`src/rtl/pe_ctrl_pkg.sv`:
```
// Shared encodings for the PE issue controller: opcode classes, function codes,
// ALU selects, writeback/memory-size encodings and the controller state type.
package pe_ctrl_pkg;

    localparam logic [2:0] OP_ALU  = 3'b000;
    localparam logic [2:0] OP_LD   = 3'b001;
    localparam logic [2:0] OP_ST   = 3'b010;
    localparam logic [2:0] OP_TPFX = 3'b011;
    localparam logic [2:0] OP_IPFX = 3'b100;
    localparam logic [2:0] OP_FRAG = 3'b101;

    localparam logic [3:0] FUN_RECV   = 4'd0;
    localparam logic [3:0] FUN_LB     = 4'd1;
    localparam logic [3:0] FUN_LH     = 4'd2;
    localparam logic [3:0] FUN_LW     = 4'd3;
    localparam logic [3:0] FUN_LBU    = 4'd4;
    localparam logic [3:0] FUN_LHU    = 4'd5;
    localparam logic [3:0] FUN_INVOKE = 4'd6;

    localparam logic [3:0] FUN_SEND = 4'd0;
    localparam logic [3:0] FUN_SB   = 4'd1;
    localparam logic [3:0] FUN_SH   = 4'd2;
    localparam logic [3:0] FUN_SW   = 4'd3;
    localparam logic [3:0] FUN_TERM = 4'd4;

    localparam logic [3:0] FUN_FSTART = 4'd0;
    localparam logic [3:0] FUN_FEND   = 4'd1;

    localparam logic [3:0] ALU_ADD  = 4'b0000;
    localparam logic [3:0] ALU_SUB  = 4'b0001;
    localparam logic [3:0] ALU_SLL  = 4'b0100;
    localparam logic [3:0] ALU_SRL  = 4'b0101;
    localparam logic [3:0] ALU_SRA  = 4'b0111;
    localparam logic [3:0] ALU_AND  = 4'b1000;
    localparam logic [3:0] ALU_OR   = 4'b1001;
    localparam logic [3:0] ALU_XOR  = 4'b1010;
    localparam logic [3:0] ALU_SLTU = 4'b1101;
    localparam logic [3:0] ALU_SLT  = 4'b1111;

    localparam logic [1:0] O_ALU  = 2'd0;
    localparam logic [1:0] O_RECV = 2'd1;
    localparam logic [1:0] O_MEM  = 2'd2;

    localparam logic [1:0] SZ_BYTE = 2'd0;
    localparam logic [1:0] SZ_HALF = 2'd1;
    localparam logic [1:0] SZ_WORD = 2'd2;

    typedef enum logic [2:0] {
        ST_DECODE,
        ST_RECV_WAIT,
        ST_SEND_WAIT,
        ST_MEM_WAIT,
        ST_HALT
    } state_t;

    // Returns {legal, alu_sel} for an ALU-class function code.
    function automatic logic [4:0] alu_decode(input logic [3:0] fun);
        case (fun)
            4'd0:    return {1'b1, ALU_OR};
            4'd1:    return {1'b1, ALU_AND};
            4'd2:    return {1'b1, ALU_XOR};
            4'd3:    return {1'b1, ALU_ADD};
            4'd4:    return {1'b1, ALU_SUB};
            4'd5:    return {1'b1, ALU_SLT};
            4'd6:    return {1'b1, ALU_SLTU};
            4'd7:    return {1'b1, ALU_SLL};
            4'd8:    return {1'b1, ALU_SRL};
            4'd9:    return {1'b1, ALU_SRA};
            default: return 5'b0;
        endcase
    endfunction

endpackage

```
`src/rtl/pe_imm_acc.sv`:
```
// Immediate prefix accumulator: shifts IMM_W bits in per I prefix and counts
// consecutive prefixes so the controller can flag an overlong chain.
module pe_imm_acc #(
    parameter int DATA_W  = 32,
    parameter int IMM_W   = 8,
    parameter int MAX_PFX = 4
) (
    input  logic              clk,
    input  logic              rst,
    input  logic              push,
    input  logic              clr,
    input  logic [IMM_W-1:0]  imm,
    output logic [DATA_W-1:0] imm_next,
    output logic              pending,
    output logic              full
);

    localparam int CNT_W = $clog2(MAX_PFX + 1);

    logic [DATA_W-1:0] acc_q;
    logic [CNT_W-1:0]  cnt_q;

    // Oldest bits fall off the top once the chain exceeds the accumulator.
    assign imm_next = (acc_q << IMM_W) | DATA_W'(imm);
    assign pending  = (cnt_q != '0);
    assign full     = (cnt_q == CNT_W'(MAX_PFX));

    always_ff @(posedge clk or posedge rst) begin
        if (rst) begin
            acc_q <= '0;
            cnt_q <= '0;
        end else if (clr) begin
            acc_q <= '0;
            cnt_q <= '0;
        end else if (push) begin
            acc_q <= imm_next;
            if (!full)
                cnt_q <= cnt_q + 1'b1;
        end
    end

endmodule

```
`src/rtl/pe_issue_ctrl.sv`:
```
// PE issue controller: accepts decoded instructions and sequences ALU, channel
// and memory operations. Optional predication is enabled by defining PE_PRED_EN.
//
// state        | meaning
// ST_DECODE    | ready for the next instruction
// ST_RECV_WAIT | waiting for data on the latched target channel
// ST_SEND_WAIT | pushing to the latched target channel until it is taken
// ST_MEM_WAIT  | memory request outstanding until mem_ack
// ST_HALT      | terminated, waiting for start_i
module pe_issue_ctrl
    import pe_ctrl_pkg::*;
#(
    parameter int DATA_W  = 32,
    parameter int IMM_W   = 8,
    parameter int NUM_CH  = 4,
    parameter int MAX_PFX = 4
) (
    input  logic              clk,
    input  logic              rst,
    input  logic              ins_valid,
    output logic              ins_ready,
    input  logic [2:0]        ins_op,
    input  logic [3:0]        ins_fun,
    input  logic [IMM_W-1:0]  ins_imm,
    input  logic              pred_i,
    input  logic              start_i,
    output logic [3:0]        alu_sel,
    output logic              a_sel,
    output logic              b_sel,
    output logic [1:0]        o_sel,
    output logic [DATA_W-1:0] imm_o,
    output logic              ex_valid,
    input  logic [NUM_CH-1:0] recv_valid,
    output logic [NUM_CH-1:0] recv_ready,
    output logic [NUM_CH-1:0] send_valid,
    input  logic [NUM_CH-1:0] send_ready,
    output logic              mem_req,
    output logic              mem_we,
    output logic [1:0]        mem_size,
    output logic              mem_uns,
    input  logic              mem_ack,
    output logic              invoke_o,
    output logic              frag_start_o,
    output logic              frag_end_o,
    output logic              ill_o,
    output logic              done_o
);

    localparam int CH_W = $clog2(NUM_CH);

    state_t state_q, state_d;

    logic              accept, is_tpfx, is_ipfx, non_pfx, t_bad, pred_ok, exec;
    logic              dec_legal, dec_alu, dec_recv, dec_send, dec_load, dec_store;
    logic              dec_halt, dec_invoke, dec_fstart, dec_fend, dec_uns;
    logic [3:0]        dec_alu_code;
    logic [1:0]        dec_size;
    logic [DATA_W-1:0] imm_next;
    logic              pfx_pending, pfx_full;

    logic [CH_W-1:0]   tgt_q, ch_q;
    logic [3:0]        alu_q;
    logic              b_q, we_q, uns_q;
    logic [1:0]        size_q;
    logic [DATA_W-1:0] imm_q;
    logic              ex_q, invoke_q, fstart_q, fend_q, ill_q;
    logic [NUM_CH-1:0] ch_onehot;
    logic              recv_hit, load_hit;

`ifdef PE_PRED_EN
    assign pred_ok = pred_i;
`else
    logic unused_pred;
    assign unused_pred = pred_i;
    assign pred_ok     = 1'b1;
`endif

    assign ins_ready = (state_q == ST_DECODE);
    assign accept    = ins_valid & ins_ready;
    assign is_tpfx   = (ins_op == OP_TPFX);
    assign is_ipfx   = (ins_op == OP_IPFX);
    assign non_pfx   = !is_tpfx && !is_ipfx;
    assign t_bad     = (ins_imm >= IMM_W'(NUM_CH));
    assign exec      = accept & non_pfx & pred_ok & dec_legal;

    pe_imm_acc #(.DATA_W(DATA_W), .IMM_W(IMM_W), .MAX_PFX(MAX_PFX)) u_imm_acc (
        .clk      (clk),
        .rst      (rst),
        .push     (accept & is_ipfx),
        .clr      (accept & non_pfx),
        .imm      (ins_imm),
        .imm_next (imm_next),
        .pending  (pfx_pending),
        .full     (pfx_full)
    );

    always_comb begin
        dec_legal    = 1'b0;
        dec_alu      = 1'b0;
        dec_alu_code = '0;
        dec_recv     = 1'b0;
        dec_send     = 1'b0;
        dec_load     = 1'b0;
        dec_store    = 1'b0;
        dec_halt     = 1'b0;
        dec_invoke   = 1'b0;
        dec_fstart   = 1'b0;
        dec_fend     = 1'b0;
        dec_size     = SZ_BYTE;
        dec_uns      = 1'b0;
        case (ins_op)
            OP_ALU: begin
                {dec_alu, dec_alu_code} = alu_decode(ins_fun);
                dec_legal = dec_alu;
            end
            OP_LD: begin
                case (ins_fun)
                    FUN_RECV:   dec_recv = 1'b1;
                    FUN_LB:     dec_load = 1'b1;
                    FUN_LH:     begin dec_load = 1'b1; dec_size = SZ_HALF; end
                    FUN_LW:     begin dec_load = 1'b1; dec_size = SZ_WORD; end
                    FUN_LBU:    begin dec_load = 1'b1; dec_uns = 1'b1; end
                    FUN_LHU:    begin dec_load = 1'b1; dec_uns = 1'b1; dec_size = SZ_HALF; end
                    FUN_INVOKE: dec_invoke = 1'b1;
                    default:    ;
                endcase
                dec_legal = dec_recv | dec_load | dec_invoke;
            end
            OP_ST: begin
                case (ins_fun)
                    FUN_SEND: dec_send = 1'b1;
                    FUN_SB:   dec_store = 1'b1;
                    FUN_SH:   begin dec_store = 1'b1; dec_size = SZ_HALF; end
                    FUN_SW:   begin dec_store = 1'b1; dec_size = SZ_WORD; end
                    FUN_TERM: dec_halt = 1'b1;
                    default:  ;
                endcase
                dec_legal = dec_send | dec_store | dec_halt;
            end
            OP_FRAG: begin
                dec_fstart = (ins_fun == FUN_FSTART);
                dec_fend   = (ins_fun == FUN_FEND);
                dec_legal  = dec_fstart | dec_fend;
            end
            OP_TPFX, OP_IPFX: dec_legal = 1'b1;
            default: ;
        endcase
    end

    always_ff @(posedge clk or posedge rst) begin
        if (rst)
            state_q <= ST_DECODE;
        else
            state_q <= state_d;
    end

    always_comb begin
        state_d = state_q;
        case (state_q)
            ST_DECODE: begin
                if (exec) begin
                    if (dec_recv)
                        state_d = ST_RECV_WAIT;
                    else if (dec_send)
                        state_d = ST_SEND_WAIT;
                    else if (dec_load || dec_store)
                        state_d = ST_MEM_WAIT;
                    else if (dec_halt)
                        state_d = ST_HALT;
                end
            end
            ST_RECV_WAIT: if (recv_valid[ch_q]) state_d = ST_DECODE;
            ST_SEND_WAIT: if (send_ready[ch_q]) state_d = ST_DECODE;
            ST_MEM_WAIT:  if (mem_ack)          state_d = ST_DECODE;
            ST_HALT:      if (start_i)          state_d = ST_DECODE;
            default:      state_d = ST_DECODE;
        endcase
    end

    // Selects and pulses for the accepted instruction land one cycle later.
    always_ff @(posedge clk or posedge rst) begin
        if (rst) begin
            tgt_q    <= '0;
            ch_q     <= '0;
            alu_q    <= '0;
            b_q      <= 1'b0;
            we_q     <= 1'b0;
            uns_q    <= 1'b0;
            size_q   <= SZ_BYTE;
            imm_q    <= '0;
            ex_q     <= 1'b0;
            invoke_q <= 1'b0;
            fstart_q <= 1'b0;
            fend_q   <= 1'b0;
            ill_q    <= 1'b0;
        end else begin
            ex_q     <= 1'b0;
            invoke_q <= 1'b0;
            fstart_q <= 1'b0;
            fend_q   <= 1'b0;
            ill_q    <= 1'b0;
            if (accept) begin
                if (is_tpfx) begin
                    if (t_bad)
                        ill_q <= 1'b1;
                    else
                        tgt_q <= ins_imm[CH_W-1:0];
                end else if (is_ipfx) begin
                    ill_q <= pfx_full;
                end else begin
                    tgt_q <= '0;
                    if (pred_ok) begin
                        imm_q    <= imm_next;
                        ill_q    <= !dec_legal;
                        invoke_q <= dec_invoke;
                        fstart_q <= dec_fstart;
                        fend_q   <= dec_fend;
                        if (dec_alu) begin
                            alu_q <= dec_alu_code;
                            b_q   <= pfx_pending;
                            ex_q  <= 1'b1;
                        end
                        if (dec_recv || dec_send)
                            ch_q <= tgt_q;
                        if (dec_load || dec_store) begin
                            we_q   <= dec_store;
                            size_q <= dec_size;
                            uns_q  <= dec_uns;
                        end
                    end
                end
            end
        end
    end

    assign ch_onehot = NUM_CH'(1) << ch_q;
    assign recv_hit  = (state_q == ST_RECV_WAIT) && recv_valid[ch_q];
    assign load_hit  = (state_q == ST_MEM_WAIT) && mem_ack && !we_q;

    always_comb begin
        recv_ready = '0;
        send_valid = '0;
        o_sel      = O_ALU;
        if (recv_hit) begin
            recv_ready = ch_onehot;
            o_sel      = O_RECV;
        end else if (load_hit) begin
            o_sel = O_MEM;
        end
        if (state_q == ST_SEND_WAIT)
            send_valid = ch_onehot;
    end

    assign mem_req      = (state_q == ST_MEM_WAIT);
    assign mem_we       = mem_req & we_q;
    assign mem_size     = mem_req ? size_q : SZ_BYTE;
    assign mem_uns      = mem_req & uns_q;
    assign a_sel        = recv_hit | load_hit;
    assign ex_valid     = ex_q | recv_hit | load_hit;
    assign alu_sel      = alu_q;
    assign b_sel        = b_q;
    assign imm_o        = imm_q;
    assign invoke_o     = invoke_q;
    assign frag_start_o = fstart_q;
    assign frag_end_o   = fend_q;
    assign ill_o        = ill_q;
    assign done_o       = (state_q == ST_HALT);

endmodule

```
`config.mk`:
```
export PLATFORM = sky130hd
export DESIGN_NAME = pe_issue_ctrl
export DESIGN_NICKNAME = d
export VERILOG_FILES = /design/src/rtl/pe_ctrl_pkg.sv /design/src/rtl/pe_imm_acc.sv /design/src/rtl/pe_issue_ctrl.sv
export SDC_FILE = /design/constraint.sdc
export NUM_CORES = 1
export LEC_CHECK = 0
export CORE_UTILIZATION = 60
export CTS_CLUSTER_SIZE = 40
export DETAILED_ROUTE_END_ITERATION = 12
export DONT_BUFFER_PORTS = 1
export PLACE_DENSITY = 0.86
export SETUP_SLACK_MARGIN = 0.3
export SYNTH_ARGS = -nofsm -noshare
export SYNTH_HDL_FRONTEND = slang
export SYNTH_SLANG_ARGS = --single-unit
```
`constraint.sdc`:
```
create_clock -name clk -period 2.9 [get_ports clk]
set_input_delay 0.58 -clock clk [delete_from_list [all_inputs] [get_ports clk]]
set_output_delay 0.58 -clock clk [all_outputs]
set_load 0.01 [all_outputs]
```
==> metrics.txt, run 1 <==
# TYPE chip_impl_metric gauge
chip_impl_info{name="outcome",value="finished, final reports clean"} 1
chip_impl_metric{name="die-width",unit="um"} 81.4
chip_impl_metric{name="first_iter_violations",unit=""} 240
chip_impl_metric{name="finalWeightedCongestion",unit=""} 0.858
chip_impl_metric{name="synth_seq_area_share",unit="%"} 52.9
chip_impl_metric{name="cell_internal_pwr",unit="mW"} 1.70
chip_impl_metric{name="cts-htree-levels",unit=""} 3
chip_impl_metric{name="core_area",unit="mm^2"} 0.00599
chip_impl_metric{name="port-buffer-count",unit=""} 0
chip_impl_metric{name="switching_share",unit="%"} 28.8
chip_impl_metric{name="synth-seq-cells",unit=""} 80
chip_impl_metric{name="synth_fp_nets",unit=""} 458
chip_impl_metric{name="total_switching_power",unit="uW"} 688
chip_impl_metric{name="grt_pass1_wl",unit="mm"} 12.5
chip_impl_metric{name="syn_avg_cell_area",unit="um^2"} 8.99
chip_impl_metric{name="clock_power_share",unit="%"} 36.2
chip_impl_metric{name="pwr-share-seq",unit="%"} 53.9
chip_impl_metric{name="timing.final.ws_setup",unit="ps"} 393
chip_impl_metric{name="synth_edf_count",unit=""} 0
chip_impl_metric{name="accumulated_negative_setup_slack",unit="ps"} 0
chip_impl_metric{name="synth_warn",unit=""} 0
chip_impl_metric{name="area_delta_synth_final",unit="%"} 5.82
chip_impl_metric{name="avgRoutedWirePerCell",unit="um"} 15.8
chip_impl_metric{name="n_antenna_cell",unit=""} 0
chip_impl_metric{name="min_period_over_period",unit="%"} 86.5
chip_impl_metric{name="max_freq",unit="MHz"} 399
chip_impl_info{name="yosys.area.top_type",value="sky130_fd_sc_hd__dfrtp_1"} 1
chip_impl_info{name="grt_setup_unrepaired",value="no"} 1
chip_impl_metric{name="dp_hpwl",unit="mm"} 5.35
chip_impl_info{name="layout_commonest_cell",value="sky130_fd_sc_hd__nand2_1"} 1
chip_impl_metric{name="slew_at_the_pin_closest_to_its_max_slew_limit",unit="ps"} 674
chip_impl_metric{name="total_leakage_power",unit="nW"} 1.97
chip_impl_metric{name="hold_violations",unit=""} 0
chip_impl_metric{name="global_route.usage.met3",unit="%"} 9.11
chip_impl_metric{name="cts-hold-fix-buffers",unit=""} 0
chip_impl_info{name="busiest_layer",value="met2"} 1
chip_impl_metric{name="clock-sinks",unit=""} 80
chip_impl_metric{name="min_period",unit="ps"} 2510
chip_impl_metric{name="synth-async-reset-ratio",unit="%"} 100
chip_impl_metric{name="drc",unit=""} 0
chip_impl_metric{name="avgViaCountPerCell",unit=""} 5.82
chip_impl_info{name="tritoncts_clock_tree",value="built"} 1
chip_impl_metric{name="global_route.usage.total",unit="%"} 25.3
chip_impl_info{name="hold_path_class",value="in -> async"} 1
chip_impl_metric{name="worst-path-max-fanout",unit=""} 5
chip_impl_metric{name="post-synth-top-area-fraction",unit="%"} 52.9
chip_impl_metric{name="worst_endpoint_required_time",unit="ps"} 2320
chip_impl_metric{name="routed-via-count",unit=""} 2868
chip_impl_metric{name="power.ir.vdd_worst",unit="mV"} 0.376
chip_impl_metric{name="post-place-ws",unit="ps"} 544
chip_impl_metric{name="floorplan.rows",unit=""} 28
chip_impl_metric{name="ctsLongestPathBuffers",unit=""} 2
chip_impl_metric{name="synth_cells",unit=""} 421
chip_impl_metric{name="report.final.setup_viol",unit=""} 0
chip_impl_metric{name="critPathArrivalTime",unit="ps"} 1930
chip_impl_metric{name="grt_remaining_overflow",unit=""} 0
chip_impl_metric{name="die_h",unit="um"} 81.4
chip_impl_metric{name="routed_wl",unit="mm"} 7.78
chip_impl_info{name="clock-root-buffer",value="sky130_fd_sc_hd__clkbuf_8"} 1
chip_impl_info{name="top_post_synthesis_cells_by_area",value="sky130_fd_sc_hd__dfrtp_1 53%, sky130_fd_sc_hd__nand2_1 16%, sky130_fd_sc_hd__o21ai_0 4.4%"} 1
chip_impl_metric{name="grt_max_degree",unit=""} 53
chip_impl_metric{name="clkSlewWorstSetupHoldPaths",unit="ps"} 90
chip_impl_metric{name="detail_route.first_pass.iterations",unit=""} 5
chip_impl_info{name="crit_type",value="reg -> out"} 1
chip_impl_info{name="worst_setup_path_start_kind",value="flip-flop"} 1
chip_impl_metric{name="groute.layer.met2.usage",unit="%"} 37.1
chip_impl_metric{name="grt_util_met1",unit="%"} 33.8
chip_impl_metric{name="timing_max_transition_violations_final",unit=""} 0
chip_impl_metric{name="antenna_left",unit=""} 0
chip_impl_metric{name="netlist-cell-type-count",unit=""} 54
chip_impl_info{name="layout.cells.most_common_list",value="157 x sky130_fd_sc_hd__nand2_1, 79 x sky130_fd_sc_hd__dfrtp_1, 33 x sky130_fd_sc_hd__o21ai_0"} 1
chip_impl_metric{name="antenna_found_initial",unit=""} 0
chip_impl_metric{name="cap_violations",unit=""} 0
chip_impl_metric{name="initial_utilization",unit="%"} 63.2
chip_impl_metric{name="skew",unit="ps"} 13.1
chip_impl_metric{name="die_area",unit="mm^2"} 0.00663
chip_impl_metric{name="remaining_max_slew_budget_at_the_tightest_pin",unit="%"} 54.9
chip_impl_metric{name="net_total_in_the_final_layout",unit=""} 450
chip_impl_metric{name="share_comb_of_total_power",unit="%"} 10.0
chip_impl_info{name="worst_setup_path_end_kind",value="primary output"} 1
chip_impl_metric{name="grt_pass1_vias",unit=""} 2711
chip_impl_metric{name="power.density",unit="mW/mm^2"} 596
chip_impl_metric{name="boundary_pins",unit=""} 89
chip_impl_metric{name="cts_inserted_buffers",unit=""} 9
chip_impl_info{name="postSynth.topFlopCell",value="sky130_fd_sc_hd__dfrtp_1"} 1
chip_impl_metric{name="clk-insertion-delay-late",unit="ps"} 360
chip_impl_metric{name="post_route_cells_drive_above_1_share",unit="%"} 10.0
chip_impl_metric{name="post_synth_instance_area",unit="mm^2"} 0.00378
-- layer usage --
metal / vias to the layer above / part of all wire, %
met2: 106 / 47
met5: - / 0
met4: 0 / 2.2
met1: 1380 / 42
met3: 16 / 8.7
li1: 1366 / -
-- synthesized netlist by cell type (4+ instances only) --
cell type / n
sky130_fd_sc_hd__buf_4: 6
sky130_fd_sc_hd__inv_1: 13
sky130_fd_sc_hd__nor3_1: 6
sky130_fd_sc_hd__and3_1: 5
sky130_fd_sc_hd__nand3_1: 10
sky130_fd_sc_hd__buf_2: 12
sky130_fd_sc_hd__nor3b_1: 4
sky130_fd_sc_hd__a21oi_1: 5
sky130_fd_sc_hd__o21ai_0: 33
sky130_fd_sc_hd__clkbuf_1: 5
sky130_fd_sc_hd__nor2_1: 19
sky130_fd_sc_hd__nand2_1: 158
sky130_fd_sc_hd__dfrtp_1: 80
sky130_fd_sc_hd__ha_1: 8
sky130_fd_sc_hd__nor2b_1: 6
sky130_fd_sc_hd__nand4_1: 5
-- kinds of logic (layout without fill, tap and decap cells) --
| family | after synthesis | after routing | synth area share (%) |
|---|---|---|---|
| XOR/XNOR | 2 | 2 | 0.463 |
| flip-flops | 80 | 80 | 52.9 |
| AO/OA/AOI/OAI | 55 | 55 | 8.86 |
| multiplexers | 7 | 7 | 2.71 |
| adder cells (fa/ha/maj) | 8 | 8 | 2.64 |
| buffers and inverters | 39 | 36 | 5.09 |
| AND/OR/NAND/NOR | 230 | 230 | 27.3 |
-- area by class of cell --
| type | instances | area [um^2] |
|---|---|---|
| flip-flops and latches | 80 | 2000 |
| fillers | 463 | 1990 |
| multi-input cells | 302 | 1590 |
| clock buffers | 9 | 124 |
| well taps | 75 | 93.8 |
| clock inverters | 7 | 86.3 |
| repair buffers | 7 | 52.6 |
| inverters | 13 | 52.6 |
-- timing repair --
| item | CTS | global route |
|---|---|---|
| setup buffers | 1 | 0 |
| endpoints found under the setup margin | 2 | 0 |
| gates resized for setup | 1 | 0 |
-- per-stage QoR --
stage / cell area, um^2 / std cells / utilization, % / hold WS (ps) / power (mW)
6_report: 4010 / 493 / 66.9 / 142 / 2.39
5_1_grt: 4010 / 493 / 66.9 / 181 / 2.49
4_1_cts: 4010 / 493 / 66.9 / 149 / 2.40
3_5_place_dp: 3790 / 476 / 63.2 / 453 / 1.55
3_3_place_gp: 3790 / 476 / 63.2 / 449 / 1.53
2_1_floorplan: 3790 / 421 / - / 439 / 1.50
-- worst max-delay path: stages, from the launching register on --
cell	delay, ps
sky130_fd_sc_hd__dfrtp_2	380
sky130_fd_sc_hd__mux4_2	530
sky130_fd_sc_hd__nand3b_2	150
sky130_fd_sc_hd__inv_1	110
sky130_fd_sc_hd__or3_1	410
-- flip-flops by register name, summed over array words and instances (netlist names) --
signal	cells
alu_sel	4
b_sel	1
ch_q	2
ex_q	1
frag_end_o	1
frag_start_o	1
ill_o	1
imm_o	32
invoke_o	1
size_q	2
state_q	3
tgt_q	2
u_imm_acc.acc_q	24
u_imm_acc.cnt_q	3
uns_q	1
we_q	1
-- power by group through the flow --
stage	clock [mW]	sequential, mW	combinational [mW]
global placement	0	1.31	0.227
floorplan	0	1.29	0.212
CTS	0.875	1.29	0.240
global route	0.916	1.30	0.271
detailed placement	0	1.31	0.235
finish	0.864	1.29	0.238
-- final timing paths --
path                                          start            endpoint  slack [ps]  cells after the start
worst max-delay path                        ch_q[0]            ex_valid         390                      4
worst min-delay path                            rst            tgt_q[0]         140                      1
worst max register to register           state_q[1]  u_imm_acc.acc_q[6]         740                      5
worst min register to register  u_imm_acc.acc_q[17]           imm_o[25]         480                      2
max in group asynchronous                       rst           imm_o[14]        2010                      2
min in group clk                          ins_op[2]                ex_q         320                      1
(Power assumes the default switching activity.)
==> run 2: changes to the inputs <==
==> constraint.sdc (replaced) <==
create_clock -name clk -period 2.9 [get_ports clk]
set_input_delay 0.29 -clock clk [delete_from_list [all_inputs] [get_ports clk]]
set_output_delay 0.29 -clock clk [all_outputs]
set_load 0.01 [all_outputs]
==> run 2 against run 1 <==
Compared with the run above:
- core utilization is essentially flat
- flip-flop and latch count stayed put
- combinational power barely moved
- global-route usage is 0.80 points higher
- largest power group unchanged
- clock skew fell by 3.8 ps
- routed wire length increased by 1.5%
- fmax increased by 3.6%
- cell area barely moved
- setup slack improved by 86 ps
==> metrics.txt, run 2 (synthesized netlist as in run 1, its figures left out) <==
# TYPE chip_impl_metric gauge
chip_impl_metric{name="clock-sinks",unit=""} 80
chip_impl_info{name="layout.cells.most_common_list",value="157 x sky130_fd_sc_hd__nand2_1, 80 x sky130_fd_sc_hd__dfrtp_1, 33 x sky130_fd_sc_hd__o21ai_0"} 1
chip_impl_metric{name="n_antenna_cell",unit=""} 0
chip_impl_metric{name="max_freq",unit="MHz"} 413
chip_impl_metric{name="total_leakage_power",unit="nW"} 1.97
chip_impl_metric{name="cts_inserted_buffers",unit=""} 9
chip_impl_metric{name="clkSlewWorstSetupHoldPaths",unit="ps"} 80
chip_impl_metric{name="dp_hpwl",unit="mm"} 5.34
chip_impl_metric{name="critPathArrivalTime",unit="ps"} 2130
chip_impl_info{name="critPathSlowestCell",value="sky130_fd_sc_hd__mux4_2"} 1
chip_impl_metric{name="boundary_pins",unit=""} 89
chip_impl_info{name="clock-root-buffer",value="sky130_fd_sc_hd__clkbuf_8"} 1
chip_impl_info{name="hold_path_class",value="in -> reg"} 1
chip_impl_info{name="path_cells",value="mux4_2, nand3b_2, inv_1, or3_1"} 1
chip_impl_metric{name="antenna_left",unit=""} 0
chip_impl_metric{name="die_area",unit="mm^2"} 0.00663
chip_impl_metric{name="routed-via-count",unit=""} 2854
chip_impl_metric{name="worst-path-max-fanout",unit=""} 10
chip_impl_metric{name="ctsLongestPathBuffers",unit=""} 2
chip_impl_metric{name="timing.final.ws_setup",unit="ps"} 479
chip_impl_metric{name="postCtsSetupRepairBufs",unit=""} 0
chip_impl_metric{name="total_switching_power",unit="uW"} 642
chip_impl_metric{name="switching_share",unit="%"} 26.4
chip_impl_metric{name="grt_remaining_overflow",unit=""} 0
chip_impl_metric{name="routed_wl",unit="mm"} 7.90
chip_impl_info{name="tritoncts_clock_tree",value="built"} 1
chip_impl_metric{name="power.density",unit="mW/mm^2"} 608
chip_impl_metric{name="min_period",unit="ps"} 2420
chip_impl_metric{name="r2r_setup_slack",unit="ps"} 780
chip_impl_metric{name="floorplan.rows",unit=""} 28
chip_impl_metric{name="post-place-ws",unit="ps"} 801
chip_impl_metric{name="net_total_in_the_final_layout",unit=""} 449
chip_impl_metric{name="global_route.usage.total",unit="%"} 26.1
chip_impl_metric{name="area_delta_synth_final",unit="%"} 5.88
chip_impl_metric{name="detail_route.first_pass.iterations",unit=""} 5
chip_impl_info{name="timing.critical_path.max_delay_family",value="multiplexers"} 1
chip_impl_metric{name="dp.cells",unit=""} 475
chip_impl_metric{name="hold_violations",unit=""} 0
chip_impl_metric{name="clock_power_share",unit="%"} 37.3
chip_impl_info{name="outcome",value="finished, final reports clean"} 1
chip_impl_metric{name="remaining_max_slew_budget_at_the_tightest_pin",unit="%"} 62.3
chip_impl_metric{name="pwr-share-seq",unit="%"} 52.9
chip_impl_metric{name="die-width",unit="um"} 81.4
chip_impl_metric{name="drc",unit=""} 0
chip_impl_metric{name="slew_at_the_pin_closest_to_its_max_slew_limit",unit="ps"} 565
chip_impl_metric{name="port-buffer-count",unit=""} 0
chip_impl_metric{name="worst_endpoint_required_time",unit="ps"} 2610
chip_impl_info{name="worst_setup_path_end_kind",value="primary output"} 1
chip_impl_info{name="grt_setup_unrepaired",value="no"} 1
chip_impl_info{name="layout_commonest_cell",value="sky130_fd_sc_hd__nand2_1"} 1
chip_impl_metric{name="grt_pass1_vias",unit=""} 2622
chip_impl_metric{name="post_cts_resize_count",unit=""} 0
chip_impl_metric{name="grt_pass1_wl",unit="mm"} 12.7
chip_impl_metric{name="clk-insertion-delay-late",unit="ps"} 350
chip_impl_metric{name="final_cells",unit=""} 492
chip_impl_metric{name="post_route_cells_drive_above_1_share",unit="%"} 8.87
chip_impl_metric{name="cts-htree-levels",unit=""} 3
chip_impl_metric{name="cp_num_buf_inv",unit=""} 1
chip_impl_metric{name="largest_register_ffs",unit=""} 32
chip_impl_metric{name="grt_max_degree",unit=""} 59
chip_impl_metric{name="report.final.setup_viol",unit=""} 0
chip_impl_metric{name="avgRoutedWirePerCell",unit="um"} 16.1
chip_impl_metric{name="accumulated_negative_setup_slack",unit="ps"} 0
chip_impl_metric{name="share_comb_of_total_power",unit="%"} 9.8
chip_impl_metric{name="slowest_delay",unit="ps"} 590
chip_impl_metric{name="core_area",unit="mm^2"} 0.00599
chip_impl_metric{name="power.ir.vdd_worst",unit="mV"} 0.444
chip_impl_metric{name="timing_max_transition_violations_final",unit=""} 0
chip_impl_metric{name="die_h",unit="um"} 81.4
chip_impl_info{name="worst_setup_path_start_kind",value="flip-flop"} 1
chip_impl_metric{name="min_period_over_period",unit="%"} 83.5
chip_impl_metric{name="initial_utilization",unit="%"} 63.2
chip_impl_metric{name="cell_internal_pwr",unit="mW"} 1.79
chip_impl_metric{name="first_iter_violations",unit=""} 218
chip_impl_metric{name="skew",unit="ps"} 9.37
chip_impl_metric{name="cap_violations",unit=""} 0
chip_impl_metric{name="finalWeightedCongestion",unit=""} 0.865
chip_impl_metric{name="avgViaCountPerCell",unit=""} 5.80
chip_impl_metric{name="antenna_found_initial",unit=""} 0
chip_impl_info{name="crit_type",value="reg -> out"} 1
run 2: worst reg2reg max path, cell delays in order (launching register included):
cell	delay, ps
sky130_fd_sc_hd__dfrtp_1	520
sky130_fd_sc_hd__nor4b_4	470
sky130_fd_sc_hd__and3_1	230
sky130_fd_sc_hd__buf_4	380
sky130_fd_sc_hd__nand2_1	170
sky130_fd_sc_hd__nand3_1	120
sky130_fd_sc_hd__o21ai_0	100
run 2: final cells by class:
type	count	area, um^2
Clock buffer	12	145
Sequential cell	80	2000
Timing Repair Buffer	6	47.5
Clock inverter	4	76.3
Fill cell	463	1980
Inverter	13	50.0
Multi-Input combinational cell	302	1590
Tap cell	75	93.8
run 2: path summary, 6_finish.rpt:
check,startpoint,endpoint,cells after the start
worst min register to register,u_imm_acc.acc_q[18],imm_o[26],2
worst min-delay path,ins_op[2],ex_q,1
worst max register to register,state_q[1],u_imm_acc.cnt_q[0],6
worst max-delay path,ch_q[0],ex_valid,4
max in group asynchronous,rst,u_imm_acc.acc_q[7],3
min in group asynchronous,rst,state_q[1],2
run 2: per-layer routing:
layer | global-route usage (%) | vias to the layer above | wire [um]
met2 | 40.2 | 87 | 3710
met4 | 10.7 | 0 | 151
li1 | - | 1368 | -
met3 | 7.22 | 14 | 546
met1 | 34.9 | 1385 | 3490
met5 | 0 | - | 0
run 2: power groups by stage:
| stage | logic [mW] | clock network (mW) | registers (mW) |
|---|---|---|---|
| after global routing | 0.269 | 0.970 | 1.30 |
| after global placement | 0.225 | 0 | 1.31 |
| after CTS | 0.240 | 0.916 | 1.29 |
| final | 0.239 | 0.909 | 1.29 |
| after floorplan | 0.212 | 0 | 1.29 |
| after detailed placement | 0.234 | 0 | 1.31 |
run 2: per-stage QoR:
stage / cell area (um^2) / utilization (%) / hold slack, ps / total power, mW
after floorplan: 3780 / - / 395 / 1.50
after global placement: 3780 / 63.0 / 232 / 1.53
after detailed placement: 3780 / 63.0 / 242 / 1.55
after CTS: 4010 / 66.9 / 26.5 / 2.45
after global routing: 4010 / 66.9 / 27.7 / 2.54
final: 4010 / 66.9 / 39.9 / 2.44
run 2: timing repair:
| item | in CTS | in global routing |
|---|---|---|
| hold endpoints to repair | 31 | 0 |
| endpoints found under the setup margin | 0 | 0 |
| hold buffers | 1 | 0 |
